===== src/rtl/mem_dma.sv =====
// Word-granular memory-to-memory copier: one READ then one WRITE cycle per word, ascending addresses.
// Latency 2*L+1 cycles from accepted start to end of done_o; no backpressure (memory is single-cycle).
module mem_dma #(
  parameter int LEN_W = 16
) (
  input  logic             clk,
  input  logic             rst,
  input  logic             start_i,
  input  logic             abort_i,
  input  logic [31:0]      src_i,
  input  logic [31:0]      dst_i,
  input  logic [LEN_W-1:0] len_i,
  output logic             busy_o,
  output logic             done_o,
  output logic [LEN_W-1:0] count_o,
  output logic             we_o,
  output logic [31:0]      addr_o,
  output logic [31:0]      data_o,
  input  logic [31:0]      data_i
);

  typedef enum logic [1:0] {IDLE, READ, WRITE, DONE} state_t;

  typedef struct packed {
    logic [29:0]      src;
    logic [29:0]      dst;
    logic [LEN_W-1:0] len;
  } cfg_t;

  state_t           state_q, state_d;
  cfg_t             cfg_q, cfg_d;
  logic [LEN_W-1:0] idx_q, idx_d;
  logic [LEN_W-1:0] cnt_q, cnt_d;
  logic [31:0]      buf_q, buf_d;
  logic [LEN_W-1:0] idx_inc;
  logic [29:0]      src_word, dst_word;
  logic             unused_addr_lsbs;

  // Byte offsets are dropped; word arithmetic wraps naturally at 30 bits.
  assign unused_addr_lsbs = ^{src_i[1:0], dst_i[1:0]};
  assign idx_inc  = idx_q + LEN_W'(1);
  assign src_word = cfg_q.src + 30'(idx_q);
  assign dst_word = cfg_q.dst + 30'(idx_q);
  assign count_o  = cnt_q;

  always_comb begin
    state_d = state_q;
    cfg_d   = cfg_q;
    idx_d   = idx_q;
    cnt_d   = cnt_q;
    buf_d   = buf_q;
    busy_o  = 1'b1;
    done_o  = 1'b0;
    we_o    = 1'b0;
    addr_o  = '0;
    data_o  = '0;
    case (state_q)
      IDLE: begin
        busy_o = 1'b0;
        if (start_i) begin
          cnt_d = '0;
          if (len_i != '0) begin
            cfg_d.src = src_i[31:2];
            cfg_d.dst = dst_i[31:2];
            cfg_d.len = len_i;
            idx_d     = '0;
            state_d   = READ;
          end else begin
            state_d = DONE;
          end
        end
      end
      READ: begin
        addr_o  = {src_word, 2'b00};
        buf_d   = data_i;
        state_d = abort_i ? DONE : WRITE;
      end
      WRITE: begin
        addr_o  = {dst_word, 2'b00};
        we_o    = 1'b1;
        data_o  = buf_q;
        idx_d   = idx_inc;
        cnt_d   = cnt_q + LEN_W'(1);
        // An abort here still lets the current write land.
        state_d = (abort_i || (idx_inc >= cfg_q.len)) ? DONE : READ;
      end
      DONE: begin
        done_o  = 1'b1;
        state_d = IDLE;
      end
      default: state_d = IDLE;
    endcase
  end

  always_ff @(posedge clk) begin
    if (rst) begin
      state_q <= IDLE;
      cfg_q   <= '0;
      idx_q   <= '0;
      cnt_q   <= '0;
      buf_q   <= '0;
    end else begin
      state_q <= state_d;
      cfg_q   <= cfg_d;
      idx_q   <= idx_d;
      cnt_q   <= cnt_d;
      buf_q   <= buf_d;
    end
  end

endmodule


===== config.mk =====
export PLATFORM = sky130hd
export DESIGN_NAME = mem_dma
export DESIGN_NICKNAME = d
export VERILOG_FILES = /design/src/rtl/mem_dma.sv
export SDC_FILE = /design/constraint.sdc
export NUM_CORES = 1
export LEC_CHECK = 0
export ABC_AREA = 1
export BUFFER_PORTS_ARGS = -buffer_cell sky130_fd_sc_hd__clkbuf_2
export CELL_PAD_IN_SITES_DETAIL_PLACEMENT = 1
export CELL_PAD_IN_SITES_GLOBAL_PLACEMENT = 1
export CORE_ASPECT_RATIO = 0.6
export CORE_MARGIN = 8
export CORE_UTILIZATION = 33
export DETAILED_ROUTE_END_ITERATION = 10
export GPL_ROUTABILITY_DRIVEN = 1
export PLACE_DENSITY_LB_ADDON = 0.1
export SETUP_SLACK_MARGIN = 0.3
export SYNTH_ARGS = -nofsm -noshare
export SYNTH_HDL_FRONTEND = slang
export SYNTH_SLANG_ARGS = --single-unit

===== constraint.sdc =====
create_clock -name clk -period 3.9 [get_ports clk]
set_input_delay 1.17 -clock clk [delete_from_list [all_inputs] [get_ports clk]]
set_output_delay 1.17 -clock clk [all_outputs]
set_load 0.01 [all_outputs]

==> reports/qor.csv, run 1 <==
stage,metric,value,unit
status,outcome,"complete, but fails checks",
status,failing checks,negative setup slack,
placement,gpl congestion,0.8367,
drt,via count,9069,
synth,Post-synth EDFFs,0,
layout,Layout Utilization,47.74,%
synth,Synth Warn #,0,
drt,Top Layer Used,met5,
clock_tree,clk buf depth,2,
synth,ys flop type,dfxtp_1,
sta,RSZ-0062 raised after global routing,true,
critical_path,CP dominant cell by count,inv_2,
synth,synthesized cell area,0.008174,mm^2
floorplanning,die area,0.03023,mm^2
drt,WL/cell,17.15,um
power_and_ir_drop,Cell Pwr Density,598.2,mW/mm^2
critical_path,worst r2r src,idx_q[0]$_SDFFE_PP0P_,
critical_path,CP required,2730,ps
placement,IO Port Bufs,192,
sta,crit share post-route,103.0,%
critical_path,Critical path buffers and inverters,10,
hold_path,Hold Path Stages,2,
critical_path,R2R Path End,state_q[1]$_SDFFE_PP0P_,
synth,Mapped Cells,1314,
synth,Yosys cell types,34,
clock_tree,Clock Sink Count,142,
drt,met2 routed WL,14080,um
critical_path,Worst Setup SP,state_q[0]$_SDFFE_PP0P_,
critical_path,largest delay contributor family on the critical path,buffers and inverters,
power_and_ir_drop,worst vdd ir,0.0003033,V
synth,register bit total from synthesis,142,
critical_path,reg2reg path depth,15,
global_routing,initial antenna violation count,1,
global_routing,number of global-route vias before repair,9168,
global_routing,first-pass GRT wire length,49040,um
drt,Pre-antenna DRT Iters,4,
critical_path,CP Class,flip-flop to output port,
global_routing,largest net degree at the start of global routing,64,
drt,metal3 WL,1266,um
clock_tree,TritonCTS clock tree,built,
layout,share of cells above drive strength 1,32.30,%
global_routing,global route overflow,0,
placement,detailed placement HPWL,23630,um
floorplanning,Core Region,0.02428,mm^2
drt,DR DRC count,0,
critical_path,CP arrival,2850,ps
floorplanning,I/O Pins,199,
synth,asr flop ratio synth,0,%
placement,dpl ws,33.90,ps
hold_path,HP Class,flip-flop to flip-flop,
sta,post-layout worst setup margin,-115.3,ps
synth,sequential-to-total area share from yosys stat,34.78,%
layout,area growth from synthesis to layout,41.80,%
global_routing,Total Routing Usage GR,20.66,%
power_and_ir_drop,PnR Total Power,6.934,mW
sta,Fin Setup TNS,-1045,ps
floorplanning,Site Rows,44,
synth,Syn Area/Cell,6.221,um^2
layout,FILL cells,3196,
critical_path,worst-path cell chain,inv_2 -> ha_4 -> inv_8 -> nand2_2 -> nand2_1 -> ha_2 -> inv_2 -> fa_2 -> inv_2 -> buf_4 -> buf_6 -> buf_8 -> a21oi_4 -> inv_2 -> buf_6 -> a21oi_2 -> o21a_1 -> buf_2,
critical_path,CP max FO,8,
clock_tree,clk root buf,clkbuf_16,
critical_path,Critical Path End Type,output port,
clock_tree,clock buffer count from CTS,17,
sta,clock skew,6.638,ps
critical_path,reg2reg setup slack,810,ps
hold_path,Worst Hold End,cfg_q[8]$_SDFFE_PP0P_,
sta,hold violation count in the final report,0,
job,Max-Cap Viols,0,
sta,f_max,0.2491,GHz
drt,WL final,32170,um
sta,final hold slack,462.6,ps
sta,post-layout min period,4015,ps
drt,routed vias/inst,4.834,
hold_path,Worst Hold Launch,cfg_q[8]$_SDFFE_PP0P_,
sta,Slew Limit Fails,0,
floorplanning,Initial Utilization,33.67,%
drt,"antenna viol nets, final",0,
clock_tree,Worst-Skew Late Latency,440,ps
floorplanning,DIE WIDTH,219.2,um
power_and_ir_drop,leak pwr,5.770,nW
sta,Slew HR,30.20,%
floorplanning,Die Span Y,137.9,um
drt,M1 WL,16590,um
drt,DRT iter0 DRCs,373,
sta,Finish-stage setup viols,19,
critical_path,slowest CP cell,dfxtp_2,
clock_tree,Clock transition at path regs,60,ps
layout,diode count,0,
layout,Final #Nets,1697,
clock_tree,CTS H-tree depth,4,
critical_path,Worst Setup Start Kind,flip-flop,
sta,Worst Tran Pin Value,1046,ps
critical_path,CP peak stage delay,320,ps
worst max-delay path by stage:
stage	slack (ps)	cells past startpoint	end
6_report	-120	18	addr_o[8]
4_1_cts	-120	19	addr_o[22]
5_1_grt	-270	17	addr_o[26]
3_5_place_dp	30	16	addr_o[22]
2_1_floorplan	270	20	addr_o[22]
3_3_place_gp	110	16	addr_o[22]
final cells by class:
type / count / area, um^2 / area share, %
Timing Repair Buffer: 260 / 1568 / 13.53
Tap cell: 322 / 402.9 / 3.476
Inverter: 157 / 606.8 / 5.235
Multi-Input combinational cell: 963 / 5573 / 48.08
Sequential cell: 142 / 2848 / 24.57
Timing Repair inverter: 1 / 8.758 / 0.07556
Clock inverter: 10 / 103.9 / 0.8959
Clock buffer: 21 / 480.5 / 4.145
metrics by stage:
step / cells / instance area [um^2]
2_1_floorplan: 1315 / 8228
3_3_place_gp: 1798 / 9535
3_5_place_dp: 1798 / 9535
4_1_cts: 1867 / 11090
5_1_grt: 1876 / 11590
6_report: 1876 / 11590
report_power, final:
group          internal, mW  total [mW]  switching, mW
logic                  1.18        3.29           2.11
registers              1.83        2.02          0.192
clock network         0.950        1.62          0.671
cells in the final DEF, fill, tap and decap left out, types with 9 or more instances in the layout:
cell type and count:
nor2_1 248, clkbuf_2 167, nand2_1 236, o21ai_0 126
xor2_1 9, a21oi_2 10, nand4_1 13, nor2_2 13
dfxtp_1 140, buf_2 24, nand3_2 12, nand2_4 43
nor3_1 12, inv_2 20, inv_1 132, nor2_4 9
ha_1 22, nand3_1 27, clkbuf_16 17, buf_6 13
buf_4 52, nand2_2 48, ha_4 15, a21oi_1 67
routing by layer:
| layer | vias to the layer above | GRT usage, % |
|---|---|---|
| met2 | 132 | 31.15 |
| li1 | 4584 | - |
| met1 | 4331 | 29.98 |
| met3 | 20 | 4.706 |
| met4 | 2 | 3.582 |
| met5 | - | 0 |
sequential cells by signal, summed over array words and instances, names as in the netlist:
name	count
cfg_q	76
count_o	16
state_q	2
buf_q	32
idx_q	16
Yosys cell counts (2+ instances only):
cell / instances / area, um^2
o21ai_2: 2 / 17.52
o21ai_0: 133 / 665.6
and2_1: 2 / 12.51
nand4_1: 13 / 81.33
nor3b_1: 2 / 15.01
buf_1: 3 / 11.26
a21oi_1: 84 / 420.4
o21bai_1: 2 / 15.01
buf_2: 3 / 15.01
or2_2: 3 / 18.77
nor3_1: 14 / 70.07
nand3b_1: 2 / 15.01
a211oi_1: 2 / 15.01
buf_6: 2 / 22.52
inv_2: 4 / 15.01
buf_4: 3 / 22.52
o21ai_1: 2 / 10.01
xor2_1: 10 / 87.58
ha_1: 38 / 475.5
nor2_2: 6 / 37.54
inv_1: 153 / 574.3
nand2_2: 2 / 12.51
nand2_1: 326 / 1224
nand3_1: 41 / 205.2
xnor2_1: 8 / 70.07
dfxtp_1: 142 / 2843
clkbuf_1: 42 / 157.7
nor2_1: 264 / 991.0
cells by family (layout without fill, tap and decap cells):
kind of cell	after synthesis	count (layout)	synth area share [%]
buffers and inverters	210	449	10.01
other	1	2	0.04588
flip-flops	142	142	34.78
adder cells (fa/ha/maj)	39	39	6.062
XOR/XNOR	18	18	1.929
AO/OA/AOI/OAI	228	228	14.28
AND/OR/NAND/NOR	676	676	32.89
worst register-to-register path: cells and delay by family, from the launching register on:
kind / cells / cell delay [ps]
AND/OR/NAND/NOR: 11 / 1750
adder cells (fa/ha/maj): 2 / 520
flip-flops: 1 / 450
XOR/XNOR: 1 / 180
AO/OA/AOI/OAI: 1 / 130
timing repair:
item,in CTS,in global routing
pin swaps,50,59
setup endpoints to repair,27,28
buffers inserted,37,9
gates cloned,1,0
hold buffers,0,0
gates resized for setup,173,137
No activity file was read; power rests on OpenSTA's default activity.
==> run 2, diff against run 1 <==
Settings changed: PLACE_DENSITY_LB_ADDON 0.1 to 0.12.
==> run 2 against run 1 <==
The flow still finishes with violations (negative setup slack). Sequential power hardly changed. Hold slack worse by 3.7 ps. Flip-flop and latch count stayed put. Combinational power hardly changed. Final area is 0.36% lower. Fmax is 3.3% lower. Highest routed layer is now met4.
==> reports/qor.csv, run 2 (synthesized netlist as in run 1, its figures left out) <==
stage,metric,value,unit,change
global_routing,initial antenna violation count,0,,-1
floorplanning,Core Region,0.02428,mm^2,unchanged
critical_path,CP peak stage delay,330,ps,about the same
critical_path,Critical path buffers and inverters,9,,-1
global_routing,met3 global-route usage,4.096,%,-0.61 points
drt,Pre-antenna DRT Iters,5,,+1
drt,routed vias/inst,4.803,,-0.65%
critical_path,largest delay contributor family on the critical path,buffers and inverters,,
sta,Slew Limit Fails,0,,unchanged
clock_tree,Clock transition at path regs,70,ps,about the same
layout,most frequent cells in the layout,"254 x nor2_1, 238 x nand2_1, 179 x clkbuf_2",,
global_routing,met1 usage,30.50,%,+0.52 points
sta,hold violation count in the final report,0,,unchanged
global_routing,global route overflow,0,,unchanged
layout,max reg flops,76,,unchanged
global_routing,met2 global-route usage,32.61,%,+1.5 points
global_routing,largest net degree at the start of global routing,75,,+17%
clock_tree,clock buffer count from CTS,17,,unchanged
layout,Multi-input gate area,0.005540,mm^2,-0.58%
job,Max-Cap Viols,0,,unchanged
status,outcome,"complete, but fails checks",,
floorplanning,Site Rows,44,,unchanged
sta,post-layout worst setup margin,-251.5,ps,-136.3 ps
sta,Worst Tran Pin Value,1054,ps,+7.884 ps
sta,final hold slack,458.9,ps,-3.676 ps
critical_path,CP arrival,2980,ps,+130 ps
clock_tree,clk root buf,clkbuf_16,,
critical_path,Worst Setup Start Kind,flip-flop,,
critical_path,slowest CP cell,dfxtp_2,,
global_routing,Total Routing Usage GR,21.20,%,+0.54 points
floorplanning,die area,0.03023,mm^2,unchanged
layout,share of cells above drive strength 1,30.74,%,-1.6 points
power_and_ir_drop,leak pwr,5.741,nW,-0.50%
drt,WL/cell,17.27,um,+0.73%
layout,largest registers,"cfg_q (76), buf_q (32)",,
layout,Final Instance Count excl. Fillers,1867,,-0.48%
layout,area growth from synthesis to layout,41.30,%,
placement,detailed placement HPWL,23680,um,+0.17%
hold_path,HP Class,flip-flop to flip-flop,,
sta,f_max,0.2409,GHz,-3.3%
sta,RSZ-0062 raised after global routing,true,,
drt,WL final,32250,um,+0.24%
layout,Final #Nets,1687,,-0.59%
layout,Top reg by flops,cfg_q,,
clock_tree,TritonCTS clock tree,built,,
clock_tree,clk buf depth,2,,unchanged
layout,fin area,0.01155,mm^2,-0.36%
clock_tree,Worst-Skew Late Latency,430,ps,about the same
sta,crit share post-route,106.4,%,+3.5 points
critical_path,CP required,2730,ps,about the same
power_and_ir_drop,worst vdd ir,0.0003432,V,+13%
layout,FILL cells,3142,,-1.7%
layout,"commonest non-fill, non-tap cell in the layout",nor2_1,,
global_routing,first-pass GRT wire length,50040,um,+2.0%
power_and_ir_drop,Cell Pwr Density,614.4,mW/mm^2,+2.7%
placement,placed cell area,0.009533,mm^2,about the same
floorplanning,I/O Pins,199,,unchanged
sta,post-layout min period,4152,ps,+136.3 ps
drt,via count,8967,,-1.1%
critical_path,worst-path cell chain,inv_2 -> ha_4 -> clkinv_8 -> nand2_1 -> nand2_4 -> ha_4 -> inv_2 -> fa_2 -> inv_2 -> buf_4 -> buf_6 -> a21oi_4 -> inv_2 -> buf_4 -> a21oi_1 -> o21a_1 -> clkbuf_2,,
floorplanning,Initial Utilization,33.67,%,unchanged
placement,IO Port Bufs,192,,unchanged
critical_path,CP Class,flip-flop to output port,,
placement,gpl congestion,0.8549,,+2.2%
sta,clock skew,8.050,ps,+1.412 ps
floorplanning,Die Span Y,137.9,um,unchanged
status,failing checks,negative setup slack,,
critical_path,CP max FO,13,,+5
sta,Finish-stage setup viols,20,,+1
layout,Layout Utilization,47.57,%,-0.17 points
critical_path,Critical Path End Type,output port,,
clock_tree,CTS H-tree depth,4,,unchanged
layout,Register Area,0.002845,mm^2,about the same
drt,DR DRC count,0,,unchanged
global_routing,most used routing layer in global routing,met2,,
placement,dpl ws,72.74,ps,+38.83 ps
critical_path,CP dominant cell by count,inv_2,,
drt,DRT iter0 DRCs,520,,+39%
clock_tree,Clock Sink Count,142,,unchanged
global_routing,number of global-route vias before repair,9091,,-0.84%
floorplanning,DIE WIDTH,219.2,um,unchanged
drt,"antenna viol nets, final",0,,unchanged
sta,Slew HR,29.67,%,-0.53 points
placement,DP Cell Count,1796,,-0.11%
layout,diode count,0,,unchanged
-- run 2: changes by cell type in the layout (fill, tap and decap cells not counted), moves of 4 or more --
cell      delta
clkbuf_2    +12
o21ai_0      -4
buf_6        -6
nand3_4      +4
nand3_2      -4
inv_2        -4
nor2_2       -5
buf_2       -11
nor2_1       +6
inv_1        +4
o21ai_1      +5
buf_4        -6
-- run 2: layout make-up --
class / count / area share [%]
Multi-Input combinational cell: 963 / 47.97
Clock buffer: 21 / 3.987
Tap cell: 322 / 3.488
Timing Repair Buffer: 251 / 13.10
Inverter: 157 / 5.297
Sequential cell: 142 / 24.63
Clock inverter: 11 / 1.527
-- run 2: metrics by stage --
step | setup TNS [ps] | power (mW)
floorplan | 0 | 3.652
global placement | 0 | 4.555
detailed placement | 0 | 4.623
CTS | -1037 | 7.040
global route | -5122 | 7.566
finish | -2261 | 7.096
-- run 2: report_power, final --
| group | switching, mW | internal [mW] |
|---|---|---|
| clock network | 0.691 | 1.11 |
| registers | 0.199 | 1.83 |
| logic | 2.10 | 1.16 |
| total | 2.99 | 4.11 |
-- run 2: repair_timing --
item,in CTS,in global routing
setup endpoints to repair,27,28
cloned,1,0
pin swaps,71,7
gates resized for setup,233,44
hold buffers,0,0
buffers inserted,35,3
-- run 2: worst min-delay path, stage by stage (launching register included) --
cell and delay (ps):
dfxtp_1 300, inv_1 60, a21oi_1 60
-- run 2: worst paths after layout --
check,start,end,slack (ps),cells past startpoint
setup / recovery,state_q[0]$_SDFFE_PP0P_,addr_o[8],-250,17
hold / removal,cfg_q[74]$_SDFFE_PP0P_,cfg_q[74]$_SDFFE_PP0P_,460,2
setup reg to reg,idx_q[0]$_SDFFE_PP0P_,state_q[1]$_SDFFE_PP0P_,820,15
hold reg to reg,cfg_q[74]$_SDFFE_PP0P_,cfg_q[74]$_SDFFE_PP0P_,460,2
-- run 2: per-layer routing --
layer  part of all wire [%]  vias to the layer above
met4                   0.77                        0
met3                    3.7                       18
met5                      0                        -
li1                       -                     4549
met1                     51                     4271
met2                     44                      129
